`config.mk`:
```
export PLATFORM = sky130hd
export DESIGN_NAME = bch_syndrome_calc
export DESIGN_NICKNAME = d
export VERILOG_FILES = /design/src/rtl/bch_syndrome_calc.sv
export SDC_FILE = /design/constraint.sdc
export NUM_CORES = 1
export LEC_CHECK = 0
export CAP_MARGIN = 20
export CORE_MARGIN = 4
export CORE_UTILIZATION = 47
export DETAILED_ROUTE_END_ITERATION = 8
export GPL_ROUTABILITY_DRIVEN = 0
export PLACE_DENSITY = 0.65
export SLEW_MARGIN = 10
export SYNTH_ARGS = -nofsm -noshare
export SYNTH_HDL_FRONTEND = slang
export SYNTH_SLANG_ARGS = --single-unit
export TNS_END_PERCENT = 30
```
`constraint.sdc`:
```
create_clock -name clk -period 2.8 [get_ports clk]
set_input_delay 0.7 -clock clk [delete_from_list [all_inputs] [get_ports clk]]
set_output_delay 0.7 -clock clk [all_outputs]
set_load 0.005 [all_outputs]
```
`src/rtl/bch_syndrome_calc.sv`:
```
// bch_syndrome_calc: serial syndrome generator for BCH(15,5,t=3) over GF(2^4),
// primitive polynomial x^4+x+1. Streams S1..S6 as six consecutive beats.
// Optional build macro BCH_SYND_POLY_OUT_EN: emit raw polynomial-basis vectors
// (zero = 4'd0) instead of exponent form (zero = 4'd15). Timing is identical.

// One syndrome accumulator: acc <= acc*alpha^J ^ in_bit (Horner, r14 first).
module bch_synd_lane #(
  parameter int J = 1
) (
  input  logic       clk,
  input  logic       rst_n,
  input  logic       start,
  input  logic       shift,
  input  logic       in_bit,
  output logic [3:0] acc
);
  // Constant-power multiply: J unrolled alpha-shifts collapse to an XOR network.
  function automatic logic [3:0] mul_alpha_j(input logic [3:0] v);
    logic [3:0] r;
    r = v;
    for (int k = 0; k < J; k++) r = {r[2:0], 1'b0} ^ {2'b00, r[3], r[3]};
    return r;
  endfunction

  // First beat of a frame loads the bit directly (cleared accumulator times
  // anything is zero); later valid beats run one Horner step.
  always_ff @(posedge clk or negedge rst_n) begin
    if (!rst_n)     acc <= '0;
    else if (start) acc <= {3'b000, in_bit};
    else if (shift) acc <= mul_alpha_j(acc) ^ {3'b000, in_bit};
  end
endmodule

module bch_syndrome_calc #(
  parameter int N    = 15,
  parameter int NSYN = 6
) (
  input  logic       clk,
  input  logic       rst_n,
  input  logic       in_valid,
  input  logic       in_bit,
  output logic       out_valid,
  output logic [3:0] out_syndrome
);
  typedef enum logic [1:0] {S_IDLE, S_ACC, S_OUT} state_t;

  state_t                      state, state_nxt;
  logic [3:0]                  cnt;
  logic [2:0]                  beat;
  logic [NSYN-1:0][3:0]        acc;
  logic                        start, shift;

  // Accept bits only in IDLE (frame start) or ACC; in_valid during OUT is ignored.
  assign start = (state == S_IDLE) && in_valid;
  assign shift = (state == S_ACC)  && in_valid;

  for (genvar g = 0; g < NSYN; g++) begin : g_lane
    bch_synd_lane #(.J(g + 1)) u_lane (
      .clk    (clk),
      .rst_n  (rst_n),
      .start  (start),
      .shift  (shift),
      .in_bit (in_bit),
      .acc    (acc[g])
    );
  end

`ifndef BCH_SYND_POLY_OUT_EN
  // Vector -> exponent of alpha; zero element maps to 15.
  function automatic logic [3:0] fmt(input logic [3:0] v);
    case (v)
      4'd1:  return 4'd0;
      4'd2:  return 4'd1;
      4'd3:  return 4'd4;
      4'd4:  return 4'd2;
      4'd5:  return 4'd8;
      4'd6:  return 4'd5;
      4'd7:  return 4'd10;
      4'd8:  return 4'd3;
      4'd9:  return 4'd14;
      4'd10: return 4'd9;
      4'd11: return 4'd7;
      4'd12: return 4'd6;
      4'd13: return 4'd13;
      4'd14: return 4'd11;
      4'd15: return 4'd12;
      default: return 4'd15;
    endcase
  endfunction
`else
  // Raw polynomial-basis vector {a3,a2,a1,a0}; zero element is 4'd0.
  function automatic logic [3:0] fmt(input logic [3:0] v);
    return v;
  endfunction
`endif

  // State register.
  always_ff @(posedge clk or negedge rst_n) begin
    if (!rst_n) state <= S_IDLE;
    else        state <= state_nxt;
  end

  // Next-state: 15 valid beats collect a frame, then 6 output beats.
  always_comb begin
    state_nxt = state;
    case (state)
      S_IDLE:  if (in_valid) state_nxt = S_ACC;
      S_ACC:   if (in_valid && cnt == 4'(N - 1)) state_nxt = S_OUT;
      S_OUT:   if (beat == 3'(NSYN - 1)) state_nxt = S_IDLE;
      default: state_nxt = S_IDLE;
    endcase
  end

  // Bit counter (valid beats only, holds across gaps) and output beat index.
  always_ff @(posedge clk or negedge rst_n) begin
    if (!rst_n) begin
      cnt  <= '0;
      beat <= '0;
    end else begin
      if (start)      cnt <= 4'd1;
      else if (shift) cnt <= (cnt == 4'(N - 1)) ? 4'd0 : cnt + 4'd1;
      beat <= (state == S_OUT) ? beat + 3'd1 : 3'd0;
    end
  end

  // Registered output: one syndrome per OUT cycle, zero while idle.
  always_ff @(posedge clk or negedge rst_n) begin
    if (!rst_n) begin
      out_valid    <= 1'b0;
      out_syndrome <= '0;
    end else if (state == S_OUT) begin
      out_valid    <= 1'b1;
      out_syndrome <= fmt(acc[beat]);
    end else begin
      out_valid    <= 1'b0;
      out_syndrome <= '0;
    end
  end
endmodule

```
# [Word level (Yosys, flattened, before mapping)]
# Memory sizes are Yosys's and may differ from the RTL's.
# Cells that the tools add are included.
[totals] register_bits=38 mem_bits_ro=64 memories=1
[mem_list] memory="(name not given)" words=16 width=4 rd=1 rd_clocked_by_memory_dff=0 write_ports=0 line_no="71" source="case (v)"
[op_classes] add_sub_neg=2 order_cmp=1 n_eq_ne=7 mux=24 n_bitwise=27 n_reduce_logical=6
[ops] operator="$xor A4 B2 Y4" count=21
[ops] operator="$mux W4" count=17
[ops] operator="$xor A4 B1 Y4" count=6
[ops] operator="$bmux W4 S3" count=1
[ops] operator="$mux W2" count=3
[ops] operator="$pmux W2 S3" count=1
[ops] operator="$add A4 B1 Y4 const B" count=1
[ops] operator="$eq A4 B4 Y1 const B" count=1
[ops] operator="$lt A3 B4 Y1 const B" count=1
[ops] operator="$ne A2 B2 Y1 const B" count=2
[ops] operator="$add A3 B1 Y3 const B" count=1
[ops] operator="$eq A3 B3 Y1 const B" count=1
[ops] operator="$logic_and A1 B1 Y1" count=3
[ops] operator="$mux W3" count=1
[ops] operator="$reduce_and A3 Y1" count=1
[ops] operator="$eq A2 B1 Y1 const B" count=1
[ops] operator="$eq A2 B2 Y1 const B" count=1
[ops] operator="$logic_not A2 Y1" count=1
[ops] operator="$ne A2 B1 Y1 const B" count=1
[ops] operator="$reduce_bool A2 Y1" count=1
[ops] operator="$mux W1" count=1

# [Depth between registers and ports, before layout]
# Gate-level depths: netlist of run 1.
[depth] ltp_word=9 mapped_depth=10 depth_no_buf=9

# [By module]
# A second synthesis of run 1 with hierarchy kept.
[hier_totals] cells_unflattened=220 area_unflattened_um2=2214.6
[by_module_without_submodules] module="bch_syndrome_calc" n_inst=1 cells_each=104 area_per_inst_um2=998.5 seq_area_each_um2=350.3
[by_module_without_submodules] module="bch_synd_lane at g_lane[4].u_lane" n_inst=1 cells_each=20 area_per_inst_um2=221.5 seq_area_each_um2=100.1
[by_module_without_submodules] module="bch_synd_lane at g_lane[3].u_lane" n_inst=1 cells_each=22 area_per_inst_um2=217.7 seq_area_each_um2=100.1
[by_module_without_submodules] module="bch_synd_lane at g_lane[5].u_lane" n_inst=1 cells_each=21 area_per_inst_um2=205.2 seq_area_each_um2=100.1
[by_module_without_submodules] module="bch_synd_lane at g_lane[1].u_lane" n_inst=1 cells_each=18 area_per_inst_um2=202.7 seq_area_each_um2=100.1
[by_module_without_submodules] module="bch_synd_lane at g_lane[0].u_lane" n_inst=1 cells_each=17 area_per_inst_um2=191.4 seq_area_each_um2=100.1
[by_module_without_submodules] module="bch_synd_lane at g_lane[2].u_lane" n_inst=1 cells_each=18 area_per_inst_um2=177.7 seq_area_each_um2=100.1

# [Least setup slack after synthesis of run 1]
# Ideal clock, no wire load.
[synth_timing] path_type="register to register" from="reg beat[0]" to="reg out_syndrome[1]" setup_ns=0.066 arrival_time_ns=2.196 required_ns=2.734 slack_ns=0.538 stages_incl_launch_ff=9 path_buffers=1 period_less_slack_ns=2.262 path_cell_list="dfrtp_1 -> buf_6 -> mux4_2 -> a21oi_1 -> inv_1 -> ha_1 -> or3_1 -> nand4_1 -> o311a_1"
[synth_between] elab_chain_len=4
[synth_lines] element="start: declaration" line_no="49" source="logic [2:0] beat;"
[synth_lines] element="start signal: assignment" line_no="122" source="beat <= (state == S_OUT) ? beat + 3'd1 : 3'd0;"
[synth_lines] element="$bmux W4 S3" line_no="133" source="out_syndrome <= fmt(acc[beat]);"
[synth_lines] element="$mux W4 (not written as such)" line_no="133"
[synth_lines] element="$mem_v2 Z16 W4"
[synth_lines] element="$mux W4" line_no="131" source="end else if (state == S_OUT) begin"
[synth_lines] element="end signal: assignment" line_no="133"
[synth_lines] element="end: declaration" line_no="43" source="output logic [3:0] out_syndrome"
# Every way passes these cells. The select of a mux whose other input is x is not followed.
# A chain may end at the register's enable or synchronous reset.

# [Worst setup path after layout of run 1]
[layout_timing] from="reg beat[0]" to="reg out_syndrome[0]"
# The elaborated chain is that of the path after synthesis.

==> impl_metrics.ini, run 1 <==
[detailed_routing]
ant_nets = 0
drt-pass1-iter-count = 4
drc = 0
detail_route.wl_per_cell_microns = 14.9
finalWirelength_mm = 4.36
dr_total_vias = 1676
vias_per_cell = 5.74
drtIter0Drc = 77

[setup_path]
crit_slowest_cell = mux4_2
path_max_fanout = 10
end_kind = register
critPathLaunch = beat[0]
crit_chain = mux4_2 -> a22oi_1 -> ha_1 -> a21oi_1 -> a31o_2 -> a211oi_2
cp_top_family = compound AO/OA/AOI/OAI gates
critPathRequiredTime_ns = 2.97
critPathMaxStageDelay_ns = 0.58
worst-path-buf-inv = 0
startpoint_type = register
r2r-start = beat[0]
critPathKind = register to register
arrival_ns = 2.60

[global_route]
use_met2_pct = 25.8
grt_pass1_vias = 1594
grtUsageTotal_pct = 16.3
overflow = 0
antenna_found_initial = 0
grtUsageMet1_pct = 22.1
grt_util_met3_pct = 3.16
grt_pass1_wl_mm = 7.77
top_usage_layer = met2
grt_max_degree = 42

[sta]
max_freq_mhz = 411
finalHoldViolCount = 0
finalCriticalPeriod_ns = 2.43
slew_headroom_pct = 44.8
finalCritPeriodShare_pct = 86.9
worst_pin_slew_ns = 0.828
setup_viol = 0
fin_skew_ns = 0.00371
final.setup.tns_ns = 0
grt_setup_unrepaired = no
slew_violations = 0

[logic_synthesis]
yosysWarningCount = 0
async_flop_share_pct = 100
synth_edf_count = 0
netlist_area_sq_um = 2250
synth-seq-cells = 38
syn_inst = 232
synth.distinct_cells = 45
yosysTopAreaCell = dfrtp_1
syn_nets = 245
synth.top_cell.area_share_pct = 42.2
postSynthAreaPerCell_sq_um = 9.71
ys_seq_area_share_pct = 42.2
ys.flop_type = dfrtp_1
yosys-top-cells-area = dfrtp_1 42%, nand2_1 6.2%, ha_1 5.0%

[power_and_ir_drop]
power_density_nw_per_um2 = 1050
power_uw = 2660
vdd_drop_max_uv = 474
p_leak_uw = 0.00114

[clocking]
cts_hold_buf = 0
clock_path_buffers = 2
post_cts_buffers = 0
clk_latency_ns = 0.29
htree_levels = 2
clk_pin_slew_ns = 0.07
numCtsBuffers = 5
cts_root_buf = clkbuf_8
cts_tree = built
post_cts_resized = 0
cts_num_sinks = 38

[run_status]
status = finished clean

[floorplanning]
io_pins = 9
initial_utilization_pct = 50.0
coreArea_sq_um = 4500
die_x_microns = 77.2
fp.dieArea_sq_um = 5970
fp-row-count = 24
die_h_microns = 77.2

[layout]
area_delta_synth_final_pct = 12.1
diodes = 0
nets = 252
drive_gt1_share_pct = 9.58

[hold_path]
worstHoldStart = state[1]
hp-class = register to register

[flow_run]
cap_viol_max_count = 0

[placement]
dp_hpwl_mm = 3.02
port_buffers = 8
flip-flops by register name (all words and copies together) (netlist names):
register and flops:
g_lane.u_lane.acc 24, cnt 4, out_syndrome 4, beat 3, state 2, out_valid 1
cells in the mapped netlist, drive strengths merged, types with 2 or more instances:
master   count
ha           9
xnor2        8
nor3         3
nor2        12
nand2       37
mux2i        9
nand3        7
clkbuf      10
a22o        11
dfrtp       38
nor2b        2
and3         3
or3          2
a21o         3
nand2b       6
mux4         4
o2111ai      2
a211oi       2
inv          6
a21oi        4
o21ai       24
buf          3
xor2         8
mux2         4
routing by layer:
metal	vias to the layer above	part of all wire, %
li1	848	-
met3	7	3.3
met2	28	45
met1	793	50
met4	0	1.8
met5	-	0
cells in the final DEF (no fill, tap or decap), types with 3 or more instances in the layout:
| cell type | instances |
|---|---|
| a21o_1 | 3 |
| xor2_1 | 8 |
| a22o_1 | 11 |
| nand2_1 | 37 |
| ha_1 | 9 |
| xnor2_1 | 8 |
| and3_1 | 3 |
| buf_4 | 4 |
| clkdlybuf4s50_1 | 7 |
| nor3_1 | 3 |
| nor2_1 | 12 |
| clkbuf_8 | 6 |
| nand2b_1 | 6 |
| dfrtp_1 | 38 |
| inv_1 | 6 |
| a21oi_1 | 4 |
| nand3_1 | 7 |
| mux2_2 | 4 |
| o21ai_0 | 22 |
| mux2i_1 | 8 |
power by group:
part,total (uW),internal (uW),switching [uW]
registers,1050,761,286
clock network,567,380,188
logic,1040,546,494
worst reg2reg max path, stage by stage, from the launching register on:
cell and delay [ns]:
dfrtp_1 0.56, mux4_2 0.58, a22oi_1 0.43, ha_1 0.35, a21oi_1 0.18, a31o_2 0.15
a211oi_2 0.06
through the flow:
step	setup slack [ns]	cells	instance area (sq um)	utilization, %	hold WS [ns]
after detailed placement	0.380	284	2380	52.9	0.460
after floorplan	0.538	232	2250	-	0.404
after CTS	0.358	292	2530	56.1	0.473
after global placement	0.442	284	2380	52.9	0.455
after global routing	0.159	292	2530	56.1	0.500
final	0.367	292	2530	56.1	0.466
worst paths after layout:
kind                                                end  slack (ns)  cells after the start
worst max-delay path                    out_syndrome[0]        0.37                      6
worst min-delay path                           state[0]        0.47                      1
worst max register to register          out_syndrome[0]        0.37                      6
worst min register to register                 state[0]        0.47                      1
max in group asynchronous                      state[1]        1.77                      1
min in group asynchronous       g_lane[4].u_lane.acc[1]        0.51                      1
logic make-up after synthesis:
kind of cell / after synthesis / share of synthesized area [%]
mux: 17 / 10.5
xor+xnor: 16 / 6.22
fa+ha+maj: 9 / 5.00
buf+inv: 19 / 3.66
simple gates: 75 / 14.9
compound gates: 58 / 17.5
flops: 38 / 42.2
area by class of cell:
| cell class | count | area (sq um) |
|---|---|---|
| Inverter | 6 | 22.5 |
| Timing Repair Buffer | 13 | 125 |
| Sequential cell | 38 | 951 |
| Multi-Input combinational cell | 175 | 1220 |
| Clock buffer | 6 | 82.6 |
| Clock inverter | 2 | 60.1 |
| Fill cell | 398 | 1980 |
| Tap cell | 52 | 65.1 |
Power figures use the tool's default switching activity.
==> run 2: changes to the inputs <==
--- a/config.mk
+++ b/config.mk
@@ -6,6 +6,7 @@
 export NUM_CORES = 1
 export LEC_CHECK = 0
 export CAP_MARGIN = 20
+export CORE_ASPECT_RATIO = 0.75
 export CORE_MARGIN = 4
 export CORE_UTILIZATION = 47
 export DETAILED_ROUTE_END_ITERATION = 8
==> impl_metrics.ini, run 2 (same netlist as run 1, synthesis figures left out) <==
[run_status]
status = finished clean

[placement]
place_inst = 290
dp_hpwl_mm = 3.28
dpl_worst_slack_ns = 0.404
port_buffers = 8

[clocking]
cts_num_sinks = 38
post_cts_buffers = 0
cts_root_buf = clkbuf_8
clk_pin_slew_ns = 0.08
cts_tree = built
htree_levels = 2
post_cts_resized = 0
clock_path_buffers = 2
cts_hold_buf = 0
numCtsBuffers = 5
clk_latency_ns = 0.29

[sta]
finalHoldViolCount = 0
fin_skew_ns = 0.00643
slew_violations = 0
slew_headroom_pct = 44.2
finalCriticalPeriod_ns = 2.47
final.setup.tns_ns = 0
finalCritPeriodShare_pct = 88.1
grt_setup_unrepaired = no
setup_ws_ns = 0.332
worst_pin_slew_ns = 0.837
setup_viol = 0
max_freq_mhz = 405

[global_route]
grt_pass1_wl_mm = 8.15
grtUsageTotal_pct = 18.1
overflow = 0
antenna_found_initial = 0
grt_pass1_vias = 1554
grt_max_degree = 39

[layout]
nets = 253
diodes = 0
drive_gt1_share_pct = 9.58
nFillCells = 405
final-seq-area_sq_um = 951
mostFrequentLayoutCell = dfrtp_1
area_delta_synth_final_pct = 10.8
largest_reg_flops = 24
multi_input_area_sq_um = 1220
layout.cells.non_filler = 297
utilization_pct = 54.9
largestRegisters = g_lane.u_lane.acc x24, cnt x4, out_syndrome x4
final_cell_mix = 38 x dfrtp_1, 37 x nand2_1, 22 x o21ai_0, 12 x nor2_1, 11 x a22o_1
largest-register = g_lane.u_lane.acc

[detailed_routing]
vias_per_cell = 5.70
dr_total_vias = 1694
ant_nets = 0
detail_route.wl_per_cell_microns = 15.6
drtIter0Drc = 112
finalWirelength_mm = 4.64
drc = 0
drt-pass1-iter-count = 5

[power_and_ir_drop]
power_uw = 2570
p_leak_uw = 0.00113
p_switching_uw = 985
power_density_nw_per_um2 = 1030
combinationalPowerShare_pct = 40.7
swShare_pct = 38.3
pwr-share-seq_pct = 40.8
vdd_drop_max_uv = 443
clock_power_share_pct = 18.5
p_int_uw = 1590

[setup_path]
end_kind = register
critPathKind = register to register
critPathRequiredTime_ns = 2.97
path_max_fanout = 7
arrival_ns = 2.63
startpoint_type = register
reg2reg_slack_ns = 0.33

[flow_run]
cap_viol_max_count = 0

[floorplanning]
fp.dieArea_sq_um = 5980
io_pins = 9
initial_utilization_pct = 49.6
die_x_microns = 88.0
die_h_microns = 68.0
fp-row-count = 21
coreArea_sq_um = 4550

[hold_path]
hp-class = register to register
-- run 2: cell count changes in the layout (fill, tap and decap cells not counted) --
cell	before	now
bufinv_16	2	1
buf_4	4	6
buf_12	1	0
-- run 2: routing by layer --
| layer | vias up | part of all wire, % | track usage [%] |
|---|---|---|---|
| met5 | - | 0 | 0 |
| met4 | 0 | 0.86 | 4.79 |
| met2 | 32 | 43 | 26.7 |
| met3 | 5 | 3.7 | 3.61 |
| met1 | 819 | 53 | 27.0 |
| li1 | 838 | - | - |
-- run 2: layout make-up --
class	count	share of cell area, %
clock buffers	6	3.31
inverters	6	0.902
clock inverters	1	1.20
flip-flops and latches	38	38.1
multi-input cells	175	48.8
well taps	57	2.86
repair buffers	14	4.81
-- run 2: power by group through the flow --
stage               logic (uW)  clock network (uW)  registers, uW
global placement          1020                   0           1060
CTS                       1050                 486           1050
detailed placement        1040                   0           1060
global route              1190                 516           1090
floorplan                  884                   0            958
finish                    1050                 476           1050
-- run 2: worst max-delay path, cell delays in order (launching register included) --
cell and delay, ns:
dfrtp_1 0.55, mux4_2 0.57, a22oi_1 0.42, ha_1 0.28, o21ai_0 0.09, o311ai_0 0.14
nand4_1 0.14, o311a_1 0.15
-- run 2: stage by stage --
step / instance area, sq um / hold slack, ns
after floorplan: 2250 / 0.404
after global placement: 2380 / 0.462
after detailed placement: 2380 / 0.463
after CTS: 2500 / 0.474
after global routing: 2500 / 0.511
final: 2500 / 0.474
-- run 2: path summary, 6_finish.rpt --
path                       startpoint                      end  depth (start not counted)
max                           beat[0]          out_syndrome[1]                          7
min                          state[1]                 state[0]                          1
max reg2reg                   beat[0]          out_syndrome[1]                          7
min reg2reg                  state[1]                 state[0]                          1
max in group asynchronous       rst_n          out_syndrome[3]                          1
min in group asynchronous       rst_n  g_lane[5].u_lane.acc[2]                          1
